===== src/rtl/pcileech_sysctl_pkg.sv =====
// Shared state encodings, counter widths and a saturating increment for the sysctl sequencer.
// Pure declarations; no timing or backpressure involved.
package pcileech_sysctl_pkg;

    localparam int HOLD_W = 32;
    localparam int TICK_W = 64;

    typedef enum logic [1:0] {
        S_RESET,
        S_RUN,
        S_HELD,
        S_RELOADED
    } sysctl_state_t;

    typedef enum logic [1:0] {
        W_IDLE,
        W_ASSERT,
        W_HOLDOFF
    } wake_state_t;

    function automatic logic [HOLD_W-1:0] hold_inc(input logic [HOLD_W-1:0] v);
        return (v == '1) ? v : v + 1'b1;
    endfunction

endpackage


===== src/rtl/pcileech_sysctl_debounce.sv =====
// Two-flop synchronizer plus stable-count debouncer for one active-low button.
// Latency: output follows a settled input after 2 + DEBOUNCE_CYCLES cycles; no backpressure.
module pcileech_sysctl_debounce #(
    parameter int DEBOUNCE_CYCLES = 1000000
) (
    input  logic clk,
    input  logic rst,
    input  logic btn_raw_n,
    output logic btn_db_n
);

    localparam int CNT_W = (DEBOUNCE_CYCLES > 1) ? $clog2(DEBOUNCE_CYCLES) : 1;

    logic [1:0]       sync;
    logic [CNT_W-1:0] cnt;

    always_ff @(posedge clk) begin
        if (rst) begin
            sync     <= 2'b11;
            cnt      <= '0;
            btn_db_n <= 1'b1;
        end else begin
            sync <= {sync[0], btn_raw_n};
            // Any sample agreeing with the accepted level restarts the stability window.
            if (sync[1] == btn_db_n) begin
                cnt <= '0;
            end else if (cnt == CNT_W'(DEBOUNCE_CYCLES - 1)) begin
                btn_db_n <= sync[1];
                cnt      <= '0;
            end else begin
                cnt <= cnt + 1'b1;
            end
        end
    end

endmodule


===== src/rtl/pcileech_sysctl.sv =====
// Board sequencer: button debounce, fabric soft reset, config reload, PCIe WAKE# and power LED.
// Latency: all outputs registered; rst_out releases RST_HOLD_CYCLES after reset sources clear; no backpressure.
module pcileech_sysctl
    import pcileech_sysctl_pkg::*;
#(
    parameter int DEBOUNCE_CYCLES = 1000000,
    parameter int RST_HOLD_CYCLES = 64,
    parameter int RELOAD_CYCLES   = 500000000,
    parameter int WAKE_CYCLES     = 100000,
    parameter int BLINK_BIT       = 24,
    parameter int BLINK_END_BIT   = 27
) (
    input  logic              clk,
    input  logic              rst,
    input  logic              sw_rst_n,
    input  logic              sw_aux_n,
    input  logic              pcie_perst_n,
    input  logic              wake_req,
    output logic              rst_out,
    output logic              cfg_reload,
    output logic              pcie_wake_n,
    output logic              led_pwronblink,
    output logic [TICK_W-1:0] tickcount
);

    logic              btn_rst_n;
    logic              aux_n;
    logic              btn_rst;
    logic [1:0]        perst_sync;
    logic              perst_s;
    sysctl_state_t     state;
    wake_state_t       wstate;
    logic [HOLD_W-1:0] hold_cnt;
    logic [HOLD_W-1:0] wake_cnt;

    pcileech_sysctl_debounce #(.DEBOUNCE_CYCLES(DEBOUNCE_CYCLES)) u_db_rst (
        .clk      (clk),
        .rst      (rst),
        .btn_raw_n(sw_rst_n),
        .btn_db_n (btn_rst_n)
    );

    pcileech_sysctl_debounce #(.DEBOUNCE_CYCLES(DEBOUNCE_CYCLES)) u_db_aux (
        .clk      (clk),
        .rst      (rst),
        .btn_raw_n(sw_aux_n),
        .btn_db_n (aux_n)
    );

    assign btn_rst = ~btn_rst_n;
    assign perst_s = perst_sync[1];

    always_ff @(posedge clk) begin
        if (rst) begin
            state      <= S_RESET;
            hold_cnt   <= '0;
            rst_out    <= 1'b1;
            cfg_reload <= 1'b0;
            tickcount  <= '0;
        end else begin
            cfg_reload <= 1'b0;
            rst_out    <= 1'b1;
            tickcount  <= (state == S_RUN) ? tickcount + 1'b1 : '0;
            unique case (state)
                S_RESET: begin
                    if (btn_rst) begin
                        state    <= S_HELD;
                        hold_cnt <= '0;
                    end else if (hold_cnt == HOLD_W'(RST_HOLD_CYCLES - 1)) begin
                        state    <= S_RUN;
                        hold_cnt <= '0;
                        rst_out  <= 1'b0;
                    end else begin
                        hold_cnt <= hold_inc(hold_cnt);
                    end
                end
                S_RUN: begin
                    if (btn_rst) begin
                        state    <= S_HELD;
                        hold_cnt <= '0;
                    end else begin
                        rst_out <= 1'b0;
                    end
                end
                S_HELD: begin
                    // An early release falls back to a normal reset-hold sequence.
                    if (!btn_rst) begin
                        state    <= S_RESET;
                        hold_cnt <= '0;
                    end else if (hold_cnt == HOLD_W'(RELOAD_CYCLES - 1)) begin
                        state      <= S_RELOADED;
                        cfg_reload <= 1'b1;
                        hold_cnt   <= '0;
                    end else begin
                        hold_cnt <= hold_inc(hold_cnt);
                    end
                end
                S_RELOADED: begin
                    if (!btn_rst) begin
                        state    <= S_RESET;
                        hold_cnt <= '0;
                    end
                end
                default: begin
                    state    <= S_RESET;
                    hold_cnt <= '0;
                end
            endcase
        end
    end

    always_ff @(posedge clk) begin
        if (rst) begin
            perst_sync  <= 2'b11;
            wstate      <= W_IDLE;
            wake_cnt    <= '0;
            pcie_wake_n <= 1'b1;
        end else begin
            perst_sync <= {perst_sync[0], pcie_perst_n};
            if (state != S_RUN) begin
                wstate      <= W_IDLE;
                wake_cnt    <= '0;
                pcie_wake_n <= 1'b1;
            end else begin
                unique case (wstate)
                    W_IDLE: begin
                        if (wake_req && perst_s) begin
                            wstate      <= W_ASSERT;
                            wake_cnt    <= '0;
                            pcie_wake_n <= 1'b0;
                        end
                    end
                    W_ASSERT: begin
                        if (!perst_s || wake_cnt == HOLD_W'(WAKE_CYCLES - 1)) begin
                            wstate      <= W_HOLDOFF;
                            wake_cnt    <= '0;
                            pcie_wake_n <= 1'b1;
                        end else begin
                            wake_cnt <= hold_inc(wake_cnt);
                        end
                    end
                    W_HOLDOFF: begin
                        if (wake_cnt == HOLD_W'(WAKE_CYCLES - 1)) begin
                            wstate   <= W_IDLE;
                            wake_cnt <= '0;
                        end else begin
                            wake_cnt <= hold_inc(wake_cnt);
                        end
                    end
                    default: begin
                        wstate      <= W_IDLE;
                        wake_cnt    <= '0;
                        pcie_wake_n <= 1'b1;
                    end
                endcase
            end
        end
    end

    // Blink runs only during the first 2^BLINK_END_BIT ticks after release.
    always_ff @(posedge clk) begin
        if (rst) begin
            led_pwronblink <= 1'b0;
        end else begin
            led_pwronblink <= ~aux_n ^ (tickcount[BLINK_BIT] &
                                        ((tickcount >> BLINK_END_BIT) == '0));
        end
    end

endmodule


===== config.mk =====
export PLATFORM = sky130hd
export DESIGN_NAME = pcileech_sysctl
export DESIGN_NICKNAME = d
export VERILOG_FILES = /design/src/rtl/pcileech_sysctl_pkg.sv /design/src/rtl/pcileech_sysctl_debounce.sv /design/src/rtl/pcileech_sysctl.sv
export SDC_FILE = /design/constraint.sdc
export NUM_CORES = 1
export LEC_CHECK = 0
export ABC_AREA = 1
export CORE_UTILIZATION = 55
export CTS_BUF_LIST = sky130_fd_sc_hd__clkbuf_16
export CTS_CLUSTER_SIZE = 12
export DETAILED_ROUTE_END_ITERATION = 10
export PLACE_DENSITY = 0.75
export SYNTH_ARGS = -nofsm -noshare
export SYNTH_HDL_FRONTEND = slang
export SYNTH_SLANG_ARGS = --single-unit

===== constraint.sdc =====
create_clock -name clk -period 2.5 [get_ports clk]
set_clock_uncertainty 0.1 [all_clocks]
set_input_delay 0.75 -clock clk [delete_from_list [all_inputs] [get_ports clk]]
set_output_delay 0.75 -clock clk [all_outputs]
set_load 0.005 [all_outputs]

# == After elaboration in Yosys (flattened, before gate mapping) ==
# Index checks and enable logic that the tools add are counted.
# word_totals
register_bits,184
latch_bits,0
mem_bits_rw,0
mem_bits_ro,0
out_inout_bits,68
word_cells,100
mem_count,0
# op_classes
n_addsub,5
n_mul,0
n_div,0
magnitude_cmp,0
eq_ne,22
shift,0
muxes,32
bitwise_logic,8
n_reduce_logical,17
# op_table
operator,n
32-bit 2-to-1 mux,11
32-bit one-hot mux with 4 select lines,1
32-bit one-hot mux with 3 select lines,1
32-bit by 1-bit adder with 32-bit output (second input constant),2
64-bit by 1-bit adder with 64-bit output (second input constant),1
32-bit == test (second input constant),2
64-bit logical NOT,1
20-bit by 1-bit adder with 20-bit output (second input constant),2
20-bit == test (second input constant),2
32-bit by 17-bit == test with 1-bit output (second input constant),1
32-bit by 29-bit == test with 1-bit output (second input constant),1
32-bit by 6-bit == test with 1-bit output (second input constant),1
2-bit 2-to-1 mux,9
3-bit OR reduction,3
2-bit inequality test (second input constant),4
2-bit one-hot mux with 4 select lines,1
2-bit == test (second input constant),3
1-bit 2-to-1 mux,6
1-bit NOT,6
2-bit one-hot mux with 3 select lines,1
2-bit AND reduction,3
3-bit AND reduction,2
2-bit by 1-bit == test with 1-bit output (second input constant),2
2-bit logical NOT,2
other kinds (13),16

# == Longest topological paths before layout ==
# Gate-level depths: netlist of run 1.
# depth
ltp_word,5
depth_mapped,13

# == Cells and area by module ==
# A second synthesis of run 1 with hierarchy kept.
# unflattened
hier_cells,1691
hier_area_um2,10874.2
# by_module_without_submodules
module,n_inst,cells_each,area_per_inst_um2,seq_area_each_um2
pcileech_sysctl,1,1384,8643.3,2762.6
pcileech_sysctl_debounce (u_db_aux),1,154,1116.1,460.4
pcileech_sysctl_debounce (u_db_rst),1,153,1114.8,460.4

# == Worst setup path before layout of run 1 ==
# No wires, ideal clock.
# synth_timing
path_kind,input to register
startpoint,input port rst
endpoint,register tickcount[23]
setup_ns,0.128
t_arrival_ns,1.634
t_required_ns,2.272
path_slack_ns,0.638
cell_stages,5
path_cell_list,inv_1 > nand2_1 > clkbuf_1 > buf_1 > nor2_1
# synth_via
elab_chain_cells,1
# synth_rtl
item,line_no,rtl
start: declaration,pcileech_sysctl.sv:14,"input logic rst,"
2-bit OR reduction (no source line),-,
end signal: assignment,pcileech_sysctl.sv:63,tickcount <= (state == S_RUN) ? tickcount + 1'b1 : '0;
end: declaration,pcileech_sysctl.sv:23,output logic [TICK_W-1:0] tickcount
# Every way passes these cells.
# A chain may end at the register's enable or synchronous reset.

# == Worst setup path after layout of run 1 ==
# layout_timing
startpoint,register tickcount[25]
endpoint,output port tickcount[25]
# No word-level cell between the ends.

==> results.tsv, run 1 <==
metric	value	unit
Antenna Nets Post-Route	0	
PD cells	454.2	nW/um2
Overall Global Routing Usage	0.3048	
Post-Synth Simple-Gate Area	0.4510	
Port-buffer cells	73	
status	finished clean	
post-route cell area	12390	um2
cell-internal power	4.287	mW
hpwl dp	22.85	mm
worst-margin pin slew	489.4	ps
Synth cell types	44	
Critical Path Max Stage Delay	570	ps
die extent in y	141.8	um
compound-cell area share of the yosys netlist	0.07384	
vias	11120	
pre-CTS WS	89.80	ps
CORE AREA	18960	um2
# diodes	0	
CTS clk-pin slew, worst paths	70	ps
vias in the first global route	9981	
CP endpoint kind	primary output	
largest cells by area after synthesis	dfxtp_1 (34%), nand2_1 (15%), nor2_1 (11%)	
placed insts	2032	
worst IR drop on VDD	0.4416	mV
Worst path slowest cell	clkdlybuf4s50_1	
WS Path Type	reg2out	
Comb pwr share	0.014	
buffer and inverter count on the worst path	1	
antenna violations before repair	0	
unrepaired setup endpoints after global routing	no	
hold wc startpoint	u_db_aux.sync[0]	
H-Tree Depth	4	
number of hold buffers added after cts	0	
Crit. Startpoint	tickcount[25]	
routed len/inst	14.45	um
post-synth top area share	0.3429	
Placed Area	11820	um2
CP startpoint kind	flip-flop	
gp weighted congestion	1.000	
CP required	1650	ps
xor/xnor share of the synthesized area	0.03343	
Clock Power Share	0.463	
Finished Layout Cells	2064	
power share of the sequential group	0.523	
drt drc	0	
Die Area	20100	um2
Max-Cap Viols	0	
part of the cycle the worst path needs	0.9522	
worst path arrival time	1530	ps
average vias per placed instance	5.387	
Synth Register Bits	184	
Main synth FF type	dfxtp_1	
CTS-repair resized insts	0	
nets@finish	1806	
Max Slew Vio Count	0	
Slew HR	0.6707	
Setup violations, final	0	
FFs w/ async S/R, synth	0	
layout cell share with drive strength beyond 1	0.07428	
GRT overflow	0	
initial DRC count	880	
drt total wl	29.83	mm
CTS Buffer Depth	2	
Power, Total	5.626	mW
Synth Area per Inst	6.297	um2
io pins	74	
Post-CTS Setup Inserts	0	
YS warnings	0	
number of synthesized flops with an enable pin	0	
Clock Sink Count	184	
Die X	141.8	um
synthesized area	10740	um2
TritonCTS clock tree	built	
Synth area leader	dfxtp_1	
main combinational cell family by area after synthesis	simple AND/OR/NAND/NOR gates	
Initial Util	0.5667	
CP max FO	6	
Inserted Clock Buffers	17	
First-pass DRT Iterations	6	
Hold Crit Class	reg2reg	
sequential share of the synthesized area	0.3429	
largest net degree at the start of global routing	80	
final setup margin	119.6	ps
CP top delay family	buffers and inverters	
Leak	4.172	nW
RR Startpoint	tickcount[1]	
Mapped Nets	1721	
fin crit period	2380	ps
mux contribution to synthesized area	0	
final hold violations	0	
Area growth, synth to finish	15.29	%
Sw Share	0.2380	
clock latency on the worst-skew pair	440	ps
fmax	420.1	MHz
adder-cell share of the synthesized area	0.01048	
setup TNS	0	ps
NetSw	1.339	mW
CTS root buffer	clkbuf_16	
critical path, cell by cell	clkdlybuf4s50_1	
first-pass GRT wire length	48.72	mm
# rows	50	
Cells after Synth	1706	
-- power groups by stage --
stage / logic, mW / registers [mW] / clock network (mW)
final: 0.0795 / 2.94 / 2.60
after detailed placement: 0.0793 / 3.01 / 0
after CTS: 0.0795 / 2.94 / 2.64
after global routing: 0.0882 / 2.94 / 2.77
after floorplan: 0.0505 / 3.01 / 0
after global placement: 0.0780 / 3.01 / 0
-- flip-flops by register name (all words and copies together) (netlist names) --
signal / count
tickcount: 64
hold_cnt: 32
wake_cnt: 32
u_db_aux.cnt: 20
u_db_rst.cnt: 20
perst_sync: 2
state: 2
u_db_aux.sync: 2
u_db_rst.sync: 2
wstate: 2
cfg_reload: 1
led_pwronblink: 1
pcie_wake_n: 1
rst_out: 1
u_db_aux.btn_db_n: 1
u_db_rst.btn_db_n: 1
-- final timing paths --
kind	endpoint	slack (ps)	cells past startpoint
setup / recovery	tickcount[25]	120	1
hold / removal	u_db_aux.sync[1]	310	1
setup reg to reg	tickcount[60]	330	10
hold reg to reg	u_db_aux.sync[1]	310	1
-- area by class of cell --
type | instances | area, um2
clock buffer | 17 | 425.4
clock inverter | 15 | 140.1
fill | 1838 | 6570
inverter | 214 | 803.3
multi-input combinational | 1284 | 6112
sequential | 184 | 3684
tap | 260 | 325.3
timing repair buffer | 90 | 895.9
-- cell families after synthesis --
| family | count (synthesis) |
|---|---|
| simple gates | 1081 |
| buf+inv | 238 |
| flops | 184 |
| compound gates | 153 |
| xor+xnor | 41 |
| fa+ha+maj | 9 |
-- layout by cell type (no fill, tap or decap), types with 3 or more instances in the layout --
master,count
inv_8,3
nand2_1,439
ha_1,9
dfxtp_1,184
o21a_1,3
nor2_2,11
nor3_1,50
nor2_1,317
clkdlybuf4s50_1,73
nor2_4,8
clkbuf_16,17
or2_0,8
nand4_1,62
nor4_1,10
o21ai_0,42
nand3_2,3
xnor2_1,10
buf_4,14
inv_1,202
nand3_1,114
or2_2,15
a21oi_1,96
buf_12,3
o21ai_1,4
inv_2,11
nor3b_1,3
inv_6,4
nor3_2,14
xor2_1,31
nand2_2,12
nand4_2,3
-- cells in the mapped netlist, types with 14 or more instances --
cell     count
nand2_1    440
nand3_1    114
a21oi_1     96
nand4_1     62
nor3_2      14
nor2_1     317
nor3_1      50
dfxtp_1    184
or2_2       15
o21ai_0     42
inv_1      201
xor2_1      31
-- metrics by stage --
step                utilization  hold slack [ps]
finish                   0.6534            307.4
global route             0.6534            334.3
CTS                      0.6534            307.0
detailed placement       0.6236            294.5
global placement         0.6236            292.6
floorplan                     -            289.5
-- metal layers --
layer / share of wire / GRT usage / routed length, um
met4: 0.016 / 0.08263 / 480
met5: 0 / 0 / 0
met1: 0.46 / 0.4106 / 13690
met3: 0.082 / 0.07897 / 2438
met2: 0.44 / 0.4817 / 13220
Power figures use the tool's default switching activity.
==> run 2: changes to the inputs <==
- CORE_UTILIZATION: 55 -> 50
- MAX_ROUTING_LAYER: default -> met4
- PLACE_DENSITY: 0.75 -> 0.69
==> results.tsv, run 2 (synthesized netlist as in run 1, its figures left out) <==
metric	value	unit	change
CP startpoint kind	flip-flop		
Clock Sink Count	184		unchanged
part of the cycle the worst path needs	0.9546		+0.002467
TritonCTS clock tree	built		
routed len/inst	14.69	um	+1.6%
Max Slew Vio Count	0		unchanged
NetSw	1.334	mW	-0.34%
Hold Crit Class	reg2reg		
CP endpoint kind	primary output		
Overall Global Routing Usage	0.2934		-0.01135
number of flip-flops in the largest register	64		unchanged
critical path, cell by cell	clkdlybuf4s50_1		
Fillers	2060		+12%
average vias per placed instance	5.236		-2.8%
Port-buffer cells	73		unchanged
io pins	74		unchanged
drt total wl	30.54	mm	+2.4%
hpwl dp	23.75	mm	+3.9%
Layout Utilization	0.5913		-0.06206
WS Path Type	reg2out		
Max-Cap Viols	0		unchanged
vias in the first global route	9682		-3.0%
largest net degree at the start of global routing	43		-46%
Die Area	22080	um2	+9.9%
CP top delay family	buffers and inverters		
setup TNS	0	ps	unchanged
clock latency on the worst-skew pair	440	ps	about the same
PD cells	458.5	nW/um2	+0.94%
CTS root buffer	clkbuf_16		
# diodes	0		unchanged
Worst path slowest cell	clkdlybuf4s50_1		
post-route cell area	12430	um2	+0.36%
CTS-repair resized insts	0		unchanged
worst IR drop on VDD	0.3748	mV	-15%
Comb pwr share	0.014		about the same
final hold violations	0		unchanged
commonest cells after routing, fill and taps aside	nand2_1 (439), nor2_1 (317), inv_1 (201), dfxtp_1 (184), nand3_1 (114)		
Finished Layout Cells	2079		+0.73%
CTS Buffer Depth	2		unchanged
vias	10890		-2.1%
power share of the sequential group	0.517		-0.006
worst path arrival time	1540	ps	about the same
Slew HR	0.6248		-0.04593
unrepaired setup endpoints after global routing	no		
Clock Power Share	0.470		+0.007
buffer and inverter count on the worst path	1		unchanged
Leak	4.179	nW	+0.17%
H-Tree Depth	4		unchanged
CP required	1650	ps	about the same
Inserted Clock Buffers	17		unchanged
placed insts	2049		+0.84%
fmax	419.0	MHz	-0.26%
CP max FO	7		+1
Placed Area	11870	um2	+0.39%
First-pass DRT Iterations	5		-1
layout cell share with drive strength beyond 1	0.07483		+0.0005543
leading cell type in the layout, fill and taps excluded	nand2_1		
Critical Path Max Stage Delay	570	ps	about the same
Largest regs	tickcount: 64 flops, hold_cnt: 32 flops, wake_cnt: 32 flops		
Sw Share	0.2341		-0.003869
Biggest register	tickcount		
worst-margin pin slew	557.7	ps	+68.26 ps
status	finished clean		
Setup violations, final	0		unchanged
Die X	148.6	um	+4.8%
antenna violations before repair	0		unchanged
die extent in y	148.6	um	+4.8%
CTS clk-pin slew, worst paths	70	ps	about the same
cell-internal power	4.365	mW	+1.8%
initial DRC count	855		-2.8%
Antenna Nets Post-Route	0		unchanged
Post-CTS Setup Inserts	0		unchanged
# rows	53		+6.0%
Initial Util	0.5110		-0.05569
fin crit period	2387	ps	+6.168 ps
drt drc	0		unchanged
gp weighted congestion	0.9748		-2.5%
nets@finish	1808		+0.11%
GRT overflow	0		unchanged
first-pass GRT wire length	49.52	mm	+1.6%
number of hold buffers added after cts	0		unchanged
Area growth, synth to finish	15.71	%	
CORE AREA	21020	um2	+11%
==> run 2: area by class of cell <==
type	instances	area [um2]	area share
flip-flops and latches	184	3684	0.2963
clock inverters	13	138.9	0.01117
repair buffers	92	923.4	0.07428
well taps	275	344.1	0.02768
clock buffers	17	425.4	0.03422
multi-input cells	1284	6112	0.4917
inverters	214	803.3	0.06462
==> run 2: routing by layer <==
metal | wire length [um] | GRT usage | up-vias | share of wire
met5 | 0 | - | - | 0
met1 | 14640 | 0.4000 | 4879 | 0.48
met3 | 1958 | 0.05061 | 44 | 0.064
li1 | - | - | 5631 | -
met4 | 610 | 0.08608 | 0 | 0.020
met2 | 13320 | 0.4425 | 331 | 0.44
==> run 2: power groups by stage <==
stage / Sequential, mW / Combinational, mW / Clock, mW
after floorplan: 3.01 / 0.0505 / 0
after global placement: 3.01 / 0.0781 / 0
after detailed placement: 3.01 / 0.0788 / 0
after CTS: 2.94 / 0.0794 / 2.73
after global routing: 2.94 / 0.0887 / 2.83
final: 2.94 / 0.0782 / 2.68
==> run 2: through the flow <==
stage / hold WS (ps) / total power [mW] / setup WS (ps)
4_1_cts: 328.0 / 5.749 / 120.8
5_1_grt: 331.4 / 5.860 / 85.02
3_5_place_dp: 310.0 / 3.091 / 148.2
6_report: 321.9 / 5.700 / 113.4
3_3_place_gp: 293.4 / 3.090 / 171.3
2_1_floorplan: 289.5 / 3.061 / 638.1
==> run 2: final timing paths <==
path / to / slack [ps] / startpoint / cells past startpoint
max reg2reg: hold_cnt[25] / 420 / hold_cnt[0] / 11
min reg2reg: u_db_rst.sync[1] / 320 / u_db_rst.sync[0] / 1
min: u_db_rst.sync[1] / 320 / u_db_rst.sync[0] / 1
max: tickcount[46] / 110 / tickcount[46] / 1
